[config.mk]
export PLATFORM = sky130hd
export DESIGN_NAME = alu_issue_stage
export DESIGN_NICKNAME = d
export VERILOG_FILES = /design/src/rtl/alu_issue_stage.sv
export SDC_FILE = /design/constraint.sdc
export NUM_CORES = 1
export LEC_CHECK = 0
export CORE_MARGIN = 4
export CORE_UTILIZATION = 48
export CTS_CLUSTER_SIZE = 30
export DETAILED_ROUTE_END_ITERATION = 6
export PLACE_DENSITY_LB_ADDON = 0.05
export SYNTH_ARGS = -nofsm -noshare
export SYNTH_HDL_FRONTEND = slang
export SYNTH_SLANG_ARGS = --single-unit
[constraint.sdc]
create_clock -name clk -period 2.3 [get_ports clk]
set_input_delay 0.46 -clock clk [delete_from_list [all_inputs] [get_ports clk]]
set_output_delay 0.46 -clock clk [all_outputs]
set_load 0.005 [all_outputs]
[src/rtl/alu_issue_stage.sv]
// alu_issue_stage
// Decode-and-issue stage between register read and execute. Decodes the
// instruction fields into an ALU operation code plus SrcA/SrcB operands and
// presents them registered to the ALU. A two-entry skid buffer (output
// register + skid register) absorbs execute-side stalls without bubbles.
//
// Ports:
//   clk, reset            rising-edge clock, synchronous active-high reset
//   in_valid / in_ready   input handshake for decoded instruction fields
//   opcode, funct3, funct7, imm12, rs1_data, rs2_data   instruction inputs
//   out_valid / out_ready output handshake towards execute
//   SrcA, SrcB, Operation ALU operands and operation code
//   illegal               presented entry was not decodable
//   illegal_count         saturating count of illegal entries transferred
module alu_issue_stage #(
    parameter int DATA_WIDTH    = 32,
    parameter int OPCODE_LENGTH = 4
) (
    input  logic                     clk,
    input  logic                     reset,
    input  logic                     in_valid,
    output logic                     in_ready,
    input  logic [6:0]               opcode,
    input  logic [2:0]               funct3,
    input  logic [6:0]               funct7,
    input  logic [11:0]              imm12,
    input  logic [DATA_WIDTH-1:0]    rs1_data,
    input  logic [DATA_WIDTH-1:0]    rs2_data,
    output logic                     out_valid,
    input  logic                     out_ready,
    output logic [DATA_WIDTH-1:0]    SrcA,
    output logic [DATA_WIDTH-1:0]    SrcB,
    output logic [OPCODE_LENGTH-1:0] Operation,
    output logic                     illegal,
    output logic [15:0]              illegal_count
);

    localparam logic [6:0] OP_R   = 7'b0110011;
    localparam logic [6:0] OP_I   = 7'b0010011;
    localparam logic [6:0] OP_BR  = 7'b1100011;
    localparam logic [6:0] F7_STD = 7'b0000000;
    localparam logic [6:0] F7_ALT = 7'b0100000;

    logic [DATA_WIDTH-1:0]    dec_a;
    logic [DATA_WIDTH-1:0]    dec_b;
    logic [OPCODE_LENGTH-1:0] dec_op;
    logic                     dec_ill;

    logic [DATA_WIDTH-1:0]    imm_sext;
    logic [DATA_WIDTH-1:0]    imm_shamt;

    assign imm_sext  = {{(DATA_WIDTH-12){imm12[11]}}, imm12};
    assign imm_shamt = {{(DATA_WIDTH-5){1'b0}}, imm12[4:0]};

    // Default is the illegal encoding; each legal case overrides it.
    always_comb begin
        dec_op  = '0;
        dec_a   = '0;
        dec_b   = '0;
        dec_ill = 1'b1;
        unique case (opcode)
            OP_R: begin
                dec_b = rs2_data;
                unique case (funct3)
                    3'b000: begin
                        if (funct7 == F7_STD) begin
                            dec_op = 4'b0010; dec_ill = 1'b0;
                        end else if (funct7 == F7_ALT) begin
                            dec_op = 4'b0110; dec_ill = 1'b0;
                        end
                    end
                    3'b111: if (funct7 == F7_STD) begin dec_op = 4'b0000; dec_ill = 1'b0; end
                    3'b110: if (funct7 == F7_STD) begin dec_op = 4'b0001; dec_ill = 1'b0; end
                    3'b100: if (funct7 == F7_STD) begin dec_op = 4'b0101; dec_ill = 1'b0; end
                    3'b010: if (funct7 == F7_STD) begin dec_op = 4'b0111; dec_ill = 1'b0; end
                    default: ;
                endcase
            end
            OP_I: begin
                dec_b = imm_sext;
                unique case (funct3)
                    3'b000: begin dec_op = 4'b1100; dec_ill = 1'b0; end
                    3'b010: begin dec_op = 4'b0011; dec_ill = 1'b0; end
                    3'b111: begin dec_op = 4'b0000; dec_ill = 1'b0; end
                    3'b110: begin dec_op = 4'b0001; dec_ill = 1'b0; end
                    3'b100: begin dec_op = 4'b0101; dec_ill = 1'b0; end
                    3'b001: begin
                        dec_b = imm_shamt;
                        if (funct7 == F7_STD) begin dec_op = 4'b1001; dec_ill = 1'b0; end
                    end
                    3'b101: begin
                        dec_b = imm_shamt;
                        if (funct7 == F7_STD) begin
                            dec_op = 4'b1101; dec_ill = 1'b0;
                        end else if (funct7 == F7_ALT) begin
                            dec_op = 4'b0100; dec_ill = 1'b0;
                        end
                    end
                    default: ;
                endcase
            end
            OP_BR: begin
                if (funct3 == 3'b000) begin
                    dec_op  = 4'b1000;
                    dec_b   = rs2_data;
                    dec_ill = 1'b0;
                end
            end
            default: ;
        endcase
        if (dec_ill) begin
            dec_op = '0;
            dec_b  = '0;
        end else begin
            dec_a  = rs1_data;
        end
    end

    logic                     skid_valid;
    logic [DATA_WIDTH-1:0]    skid_a;
    logic [DATA_WIDTH-1:0]    skid_b;
    logic [OPCODE_LENGTH-1:0] skid_op;
    logic                     skid_ill;

    logic accept;
    logic out_fire;

    // in_ready depends only on skid state (plus reset), never on out_ready.
    assign in_ready = !skid_valid && !reset;
    assign accept   = in_valid && in_ready;
    assign out_fire = out_valid && out_ready;

    always_ff @(posedge clk) begin
        if (reset) begin
            out_valid     <= 1'b0;
            SrcA          <= '0;
            SrcB          <= '0;
            Operation     <= '0;
            illegal       <= 1'b0;
            skid_valid    <= 1'b0;
            skid_a        <= '0;
            skid_b        <= '0;
            skid_op       <= '0;
            skid_ill      <= 1'b0;
            illegal_count <= '0;
        end else begin
            if (out_fire && illegal && (illegal_count != 16'hFFFF))
                illegal_count <= illegal_count + 16'd1;

            if (skid_valid) begin
                // in_ready is low here, so no acceptance can collide with the move.
                if (out_fire) begin
                    SrcA       <= skid_a;
                    SrcB       <= skid_b;
                    Operation  <= skid_op;
                    illegal    <= skid_ill;
                    skid_valid <= 1'b0;
                end
            end else if (accept) begin
                if (!out_valid || out_fire) begin
                    SrcA      <= dec_a;
                    SrcB      <= dec_b;
                    Operation <= dec_op;
                    illegal   <= dec_ill;
                    out_valid <= 1'b1;
                end else begin
                    skid_a     <= dec_a;
                    skid_b     <= dec_b;
                    skid_op    <= dec_op;
                    skid_ill   <= dec_ill;
                    skid_valid <= 1'b1;
                end
            end else if (out_fire) begin
                out_valid <= 1'b0;
            end
        end
    end

endmodule

==> impl_metrics.toml, run 1 <==
[die]
core-area_mm2 = 0.0134
ios = 184
die_h_um = 126
die_w_um = 126
die_area_mm2 = 0.0158
start_util_pct = 49.7
rows = 42

[timing]
setup_viol = 0
worstMarginPinSlew_ns = 0.756
hold_viol_final = 0
finalMaxSlewViolations = 0
rsz0062_at_grt = "no"
slew_headroom_pct = 49.6
fin_crit_ns = 2.18
fmax_mhz = 458
finClkSkew_ns = 0.00786
period_share_pct = 94.9

[logic_synthesis]
synth-seq-cells = 156
synth_area_per_cell_um2 = 9.31
ys_seq_area_share_pct = 46.9
yosysUniqueCellTypes = 56
synth_edf_count = 0
synth_area_leaders = "dfxtp_1, a21oi_1, o2bb2ai_2"
synth_top_area_share_pct = 46.9
async_flop_share_pct = 0
synth_top_area_cell = "dfxtp_1"
synthFlopType = "dfxtp_1"
syn-cell-area_mm2 = 0.00667
ys_warn_count = 0
netlist_instances = 716
syn_nets = 814

[place]
place.gp.congestion = 0.866
place_inst = 1063
place.port_buffers = 183
detailed_place.area_mm2 = 0.00893
hpwlAfterDp_um = 13000

[global_routing]
grt_start_max_net_pins = 58
grt_pass1_wl_um = 31800
antenna_found_initial = 0
grt.total_usage_pct = 24.2
overflow = 0
grt_pass1_vias = 6407

[routing]
routed_wl_um = 19500
drt-pass1-iter-count = 5
antenna_left = 0
wire_per_inst_um = 17.9
vias = 6405
viasPerCell = 5.87
drtIter0Drc = 591
drc_errors = 0

[critical_path]
cp_cell_sequence = "clkdlybuf4s50_1 > nor4_4 > o221ai_2 > a311oi_1 > nand3_1 > buf_4 > o22ai_1"
required_ns = 2.63
cp_max_fo = 17
crit_path_top_delay_cell = "clkdlybuf4s50_1"
end_kind = "register"
path_class = "in2reg"
cpPeakStageDelay_ns = 0.44
arrival_ns = 2.52
start_kind = "input pin"

[finish]
instances_no_fill = 1092
mostFrequentLayoutCells = "clkdlybuf4s50_1, dfxtp_1, a21oi_1"
drive_above_1_share_pct = 13.2
seq_area_mm2 = 0.00312
final_cell_area_mm2 = 0.00950
fillers = 1038
fin_nets = 1004
diodes = 0
multi_input_area_mm2 = 0.00325
synthToLayoutAreaGrowth_pct = 42.5
final_common_cell = "clkdlybuf4s50_1"

[run_status]
status = "finished, final reports clean"

[cts]
ctsHoldBuffers = 0
clock_latency_ns = 0.42
clockBufferDepth = 2
cts_sinks = 156
cts_buffers = 17
cts_tree = "done"
post_cts_resized = 0
cts_root_buf = "clkbuf_16"
clkTransAtPathRegs_ns = 0.06
postCtsSetupBuffers = 0
cts-htree-levels = 4

[power]
p_leak_nw = 3.47
powerDensity_mw_per_mm2 = 630
ir_worst_vdd_mv = 0.536

[run]
maxCapViolCount = 0

[min_path]
hp-class = "reg2reg"
## area by class of cell
| class | instances | share of cell area, % |
|---|---|---|
| Clock buffer | 22 | 4.78 |
| Clock inverter | 7 | 1.24 |
| Inverter | 5 | 0.198 |
| Multi-Input combinational cell | 494 | 34.3 |
| Sequential cell | 156 | 32.9 |
| Tap cell | 176 | 2.32 |
| Timing Repair Buffer | 232 | 24.3 |
## logic make-up (layout without fill, tap and decap cells)
group / after synthesis / after routing / share of synthesized area [%]
adders and majority gates: 1 / 1 / 0.188
muxes: 1 / 1 / 0.150
xor gates and xnor gates: 15 / 15 / 1.97
buffers and inverters: 66 / 266 / 4.69
DFF: 156 / 156 / 46.9
and+or+nand+nor: 208 / 208 / 17.2
AOI/OAI and AO/OA: 269 / 269 / 28.9
## flip-flops by register name (all words and copies together), names as in the netlist
name / cells
SrcA: 32
SrcB: 32
skid_a: 32
skid_b: 32
illegal_count: 16
Operation: 4
skid_op: 4
illegal: 1
out_valid: 1
skid_ill: 1
skid_valid: 1
## synthesized netlist by cell type, types with 7 or more instances
| library cell | instances |
|---|---|
| a21oi_1 | 96 |
| a22o_1 | 32 |
| a22oi_1 | 12 |
| and3_1 | 66 |
| buf_2 | 12 |
| clkbuf_1 | 41 |
| dfxtp_1 | 156 |
| nand2_1 | 48 |
| nand3_1 | 13 |
| nor2_1 | 30 |
| nor2b_1 | 7 |
| nor3_1 | 14 |
| o21ai_0 | 39 |
| o22ai_1 | 33 |
| o2bb2ai_2 | 30 |
| xnor2_1 | 13 |
## power breakdown
group	internal (mW)	switching, mW
clock	1.72	1.05
combinational	0.241	0.251
sequential	2.71	0.0117
## layer usage
layer / part of all wire, % / up-vias / track usage (%) / wire [µm]
met2: 48 / 277 / 40.0 / 9420
li1: - / 3048 / - / -
met4: 1.7 / 0 / 8.20 / 341
met5: 0 / - / 0 / 0
met1: 42 / 3044 / 30.5 / 8260
met3: 7.8 / 36 / 6.77 / 1530
## final timing paths
kind                                                    start                       endpoint  slack, ns  depth (start not counted)
worst max-delay path                                funct7[1]          SrcB[19]$_SDFFE_PP0P_       0.12                          7
worst min-delay path                  skid_b[24]$_SDFFE_PP0P_        skid_b[24]$_SDFFE_PP0P_       0.45                          2
worst max register to register  illegal_count[0]$_SDFFE_PP0P_  illegal_count[5]$_SDFFE_PP0P_       0.31                          7
worst min register to register        skid_b[24]$_SDFFE_PP0P_        skid_b[24]$_SDFFE_PP0P_       0.45                          2
## stage by stage
step	utilization (%)	hold slack [ns]	setup slack, ns	TNS, ns	power, mW
3_5_place_dp	66.6	0.435	-0.256	-25.06	3.27
6_report	70.9	0.448	0.117	0	5.98
3_3_place_gp	66.6	0.426	-0.173	-18.44	3.26
5_1_grt	70.9	0.476	0.0326	0	6.17
4_1_cts	70.9	0.448	0.181	0	6.01
2_1_floorplan	-	0.417	0.258	0	2.95
## worst max-delay path: cells and delay by family
| family | cells | cell delay [ns] |
|---|---|---|
| buffers and inverters | 2 | 0.70 |
| and+or+nand+nor | 2 | 0.62 |
| AOI/OAI and AO/OA | 3 | 0.73 |
No activity file was read; power rests on OpenSTA's default activity.
==> inputs of run 2 (changes only) <==
--- a/config.mk
+++ b/config.mk
@@ -6,7 +6,8 @@
 export NUM_CORES = 1
 export LEC_CHECK = 0
 export CORE_MARGIN = 4
-export CORE_UTILIZATION = 48
+export CORE_UTILIZATION = 52
+export CTS_CLUSTER_DIAMETER = 200
 export CTS_CLUSTER_SIZE = 30
 export DETAILED_ROUTE_END_ITERATION = 6
 export PLACE_DENSITY_LB_ADDON = 0.05
==> constraint.sdc (replaced) <==
create_clock -name clk -period 2.8 [get_ports clk]
set_input_delay 0.56 -clock clk [delete_from_list [all_inputs] [get_ports clk]]
set_output_delay 0.56 -clock clk [all_outputs]
set_load 0.005 [all_outputs]
==> run 2 against run 1 <==
Register-to-register slack gained 0.12 ns; first-iteration DRC count grew 0.17%; design area shrank 2.5%; total power shrank 19%; non-clock buffer count shrank 22; flip-flop and latch count is the same; largest power group is now registers.
==> impl_metrics.toml, run 2 (synthesis results as in run 1) <==
[routing]
wl_met1_um = 8100
wl_met3_um = 1340
drt-pass1-iter-count = 5
drtIter0Drc = 592
wire_per_inst_um = 17.7
routed_wl_um = 18800
vias = 6239
highest_layer = "met4"
viasPerCell = 5.85
antenna_left = 0
drc_errors = 0
met2RoutedLength_um = 9000

[timing]
fmax_mhz = 405
fin_crit_ns = 2.47
period_share_pct = 88.1
setup_viol = 0
rsz0062_at_grt = "no"
finClkSkew_ns = 0.00555
worst_slack_ns = 0.333
finalMaxSlewViolations = 0
worstMarginPinSlew_ns = 1.08
slew_headroom_pct = 27.6
hold_viol_final = 0

[global_routing]
antenna_found_initial = 0
overflow = 0
grt.total_usage_pct = 25.7
grt_pass1_wl_um = 30500
grt_pass1_vias = 6124
grt_start_max_net_pins = 77

[min_path]
hp-class = "reg2reg"

[cts]
cts_root_buf = "clkbuf_16"
clkTransAtPathRegs_ns = 0.06
cts_tree = "done"
postCtsSetupBuffers = 0
cts_sinks = 156
clock_latency_ns = 0.42
ctsHoldBuffers = 0
cts_buffers = 17
clockBufferDepth = 2
post_cts_resized = 0
cts-htree-levels = 4

[place]
dpl_worst_slack_ns = -0.0697
detailed_place.area_mm2 = 0.00871
place.port_buffers = 183
hpwlAfterDp_um = 12400
place.gp.congestion = 0.898

[critical_path]
end_kind = "register"
arrival_ns = 2.80
path_class = "in2reg"
required_ns = 3.13
start_kind = "input pin"
cp_max_fo = 43

[run]
maxCapViolCount = 0

[die]
die_w_um = 121
die_area_mm2 = 0.0147
die_h_um = 121
core-area_mm2 = 0.0126
start_util_pct = 53.0
ios = 184
rows = 41

[finish]
fin_nets = 982
final_common_cell = "clkdlybuf4s50_1"
synthToLayoutAreaGrowth_pct = 39.0
mostFrequentLayoutCells = "clkdlybuf4s50_1, dfxtp_1, a21oi_1"
fillers = 953
drive_above_1_share_pct = 11.3
diodes = 0
final_cell_area_mm2 = 0.00926

[run_status]
status = "finished, final reports clean"

[power]
powerDensity_mw_per_mm2 = 520
p_leak_nw = 3.34
ir_worst_vdd_mv = 0.378
run 2: cell types whose count changed in the layout (fill, tap and decap cells not counted), sizes merged:
cell / before / now
buf: 50 / 28
bufinv: 3 / 2
clkinv: 4 / 6
run 2: final timing paths:
path / startpoint / endpoint / slack, ns / cells after the start
setup / recovery: out_ready / skid_b[15]$_SDFFE_PP0P_ / 0.33 / 7
hold / removal: skid_b[16]$_SDFFE_PP0P_ / skid_b[16]$_SDFFE_PP0P_ / 0.45 / 2
setup reg to reg: skid_valid$_SDFF_PP0_ / SrcA[7]$_SDFFE_PP0P_ / 0.43 / 6
hold reg to reg: skid_b[16]$_SDFFE_PP0P_ / skid_b[16]$_SDFFE_PP0P_ / 0.45 / 2
run 2: layout make-up:
type / instances / area (µm²) / area share, %
sequential: 156 / 3120 / 33.7
clock inverter: 8 / 93.8 / 1.01
timing repair buffer: 210 / 2090 / 22.6
inverter: 5 / 18.8 / 0.203
clock buffer: 22 / 464 / 5.01
multi-input combinational: 494 / 3250 / 35.1
tap: 172 / 215 / 2.32
run 2: layer usage:
| metal | vias up | GRT usage (%) |
|---|---|---|
| li1 | 2999 | - |
| met1 | 2973 | 32.5 |
| met3 | 32 | 7.09 |
| met4 | 0 | 9.59 |
| met2 | 235 | 42.0 |
| met5 | - | 0 |
run 2: report_power, final:
group	internal (mW)	switching [mW]	total (mW)
Clock	1.34	0.862	2.20
Sequential	2.23	0.00823	2.24
Combinational	0.181	0.199	0.380
Total	3.75	1.07	4.82
run 2: critical path: stages:
cell and delay, ns:
clkdlybuf4s50_1 0.49, nor2b_1 0.07, and3_1 0.24, nor2_4 0.83, buf_4 0.41, nand2_1 0.09
o21ai_0 0.09
run 2: stage by stage:
stage / utilization (%) / cells / setup TNS (ns) / power, mW / hold slack [ns]
2_1_floorplan: - / 716 / 0 / 2.43 / 0.417
3_3_place_gp: 69.3 / 1037 / 0 / 2.66 / 0.426
3_5_place_dp: 69.3 / 1037 / -0.601 / 2.66 / 0.434
4_1_cts: 73.7 / 1067 / 0 / 4.84 / 0.448
5_1_grt: 73.7 / 1067 / 0 / 4.97 / 0.484
6_report: 73.7 / 1067 / 0 / 4.82 / 0.448
==> inputs of run 3 (changes only) <==
--- a/config.mk
+++ b/config.mk
@@ -10,6 +10,7 @@
 export CTS_CLUSTER_DIAMETER = 200
 export CTS_CLUSTER_SIZE = 30
 export DETAILED_ROUTE_END_ITERATION = 6
+export GPL_TIMING_DRIVEN = 1
 export PLACE_DENSITY_LB_ADDON = 0.05
 export SYNTH_ARGS = -nofsm -noshare
 export SYNTH_HDL_FRONTEND = slang
==> constraint.sdc (replaced) <==
create_clock -name clk -period 3.1 [get_ports clk]
set_input_delay 0.62 -clock clk [delete_from_list [all_inputs] [get_ports clk]]
set_output_delay 0.62 -clock clk [all_outputs]
set_load 0.005 [all_outputs]
==> run 3 against run 2 <==
Sequential share of layout area is essentially flat; hold slack hardly changed; first-iteration DRC count up 6.4%; total power is 7.7% lower; critical path depth is the same; die area stayed put; via count grew 0.59%; critical path type unchanged; largest cell class unchanged; count of clock-buffer cells in the layout is 4 lower.
==> impl_metrics.toml, run 3 (synthesis results as in run 1) <==
[critical_path]
r2r-start = "skid_valid$_SDFF_PP0_"
path_class = "in2reg"
cp_top_family = "simple AND/OR/NAND/NOR gates"
cp_max_fo = 48
cp_cell_sequence = "clkdlybuf4s50_1 > nor2b_1 > and3_1 > nor2_4 > buf_4 > nand2_1 > o21ai_0"
r2r_slack_ns = 0.67
arrival_ns = 2.85
end_kind = "register"
cp-startpoint = "out_ready"
r2r_end = "skid_b[18]$_SDFFE_PP0P_"
crit_path_top_delay_cell = "nor2_4"
required_ns = 3.44
cpPeakStageDelay_ns = 0.90
r2r_cells = 6
start_kind = "input pin"
crit_buf_inv = 2

[finish]
drive_above_1_share_pct = 11.5
final_common_cell = "clkdlybuf4s50_1"
diodes = 0
multi_input_area_mm2 = 0.00325
mostFrequentLayoutCells = "clkdlybuf4s50_1, dfxtp_1, a21oi_1"
fillers = 944
fin_nets = 980
fin_util_pct = 73.6
synthToLayoutAreaGrowth_pct = 38.8
seq_area_mm2 = 0.00312
instances_no_fill = 1067

[place]
place.port_buffers = 183
hpwlAfterDp_um = 12600
place.gp.congestion = 0.842
place_inst = 1035

[routing]
antenna_left = 0
viasPerCell = 5.88
drt-pass1-iter-count = 6
drc_errors = 0
drtIter0Drc = 630
routed_wl_um = 18900
wire_per_inst_um = 17.7
vias = 6276

[power]
p_sw_mw = 1.01
switching_share_pct = 22.8
comb_power_share_pct = 7.5
p_leak_nw = 3.32
p_int_mw = 3.44
seqPwrFrac_pct = 45.5
powerDensity_mw_per_mm2 = 481
p_clk_share_pct = 47.0
ir_worst_vdd_mv = 0.363

[die]
die_w_um = 121
core-area_mm2 = 0.0126
start_util_pct = 53.0
die_area_mm2 = 0.0147
ios = 184
die_h_um = 121
rows = 41

[cts]
cts_root_buf = "clkbuf_16"
postCtsSetupBuffers = 0
clkTransAtPathRegs_ns = 0.06
cts_sinks = 156
ctsHoldBuffers = 0
clockBufferDepth = 2
clock_latency_ns = 0.42
post_cts_resized = 0
cts-htree-levels = 4
cts_tree = "done"
cts_buffers = 17

[timing]
hold_viol_final = 0
fmax_mhz = 398
worstMarginPinSlew_ns = 1.22
fin_hold_ws_ns = 0.448
tns_ns = 0
rsz0062_at_grt = "no"
period_share_pct = 81.1
finClkSkew_ns = 0.00715
slew_headroom_pct = 18.5
fin_crit_ns = 2.51
setup_viol = 0
finalMaxSlewViolations = 0

[run]
maxCapViolCount = 0

[run_status]
status = "finished, final reports clean"

[min_path]
whs_path_depth = 2
min_from = "skid_b[29]$_SDFFE_PP0P_"
hold_end = "skid_b[29]$_SDFFE_PP0P_"
hp-class = "reg2reg"

[global_routing]
grt_pass1_wl_um = 30000
grt_start_max_net_pins = 72
antenna_found_initial = 0
grt_pass1_vias = 6096
overflow = 0
grt.total_usage_pct = 25.2
## run 3: cell types whose count changed in the layout (fill, tap and decap cells not counted), moves of 2 or more
cell        delta
clkinvlp_4     +6
clkbuf_1       -2
clkbuf_8       -2
clkinv_2       -3
buf_12         -3
## run 3: per-stage QoR
step / instance area (µm²) / power, mW / worst slack [ns]
after floorplan: 6670 / 2.19 / 0.898
after global placement: 8650 / 2.39 / 0.267
after detailed placement: 8650 / 2.40 / 0.194
after CTS: 9250 / 4.47 / 0.619
after global routing: 9250 / 4.60 / 0.495
final: 9250 / 4.45 / 0.587
## run 3: layout make-up
type	count	area share (%)
Clock buffer	18	4.64
Clock inverter	14	1.85
Inverter	5	0.203
Multi-Input combinational cell	494	35.2
Sequential cell	156	33.8
Tap cell	172	2.33
Timing Repair Buffer	208	22.1
## run 3: tightest hold or removal path, cell delays in order, from the launching register on
cell     delay, ns
dfxtp_1       0.32
nand2_1       0.04
o21ai_0       0.05
## run 3: power groups by stage
stage          logic [mW]  registers [mW]  clock network [mW]
6_report            0.335            2.02                2.09
5_1_grt             0.355            2.02                2.22
4_1_cts             0.332            2.02                2.11
3_5_place_dp        0.330            2.07                   0
3_3_place_gp        0.325            2.07                   0
2_1_floorplan       0.128            2.06                   0
## run 3: routing by layer
layer,share of wire (%),up-vias,track usage [%]
met5,0,-,0
met4,1.9,0,8.19
met3,7.0,32,6.53
met2,49,247,41.3
met1,42,2990,32.5
li1,-,3007,-
## run 3: worst max path at each step
stage	to	slack, ns	cells after the start
2_1_floorplan	SrcA[0]$_SDFFE_PP0P_	0.90	9
6_report	skid_b[18]$_SDFFE_PP0P_	0.59	7
3_3_place_gp	skid_b[18]$_SDFFE_PP0P_	0.27	7
3_5_place_dp	skid_b[3]$_SDFFE_PP0P_	0.19	7
4_1_cts	skid_b[2]$_SDFFE_PP0P_	0.62	7
5_1_grt	skid_b[7]$_SDFFE_PP0P_	0.49	7
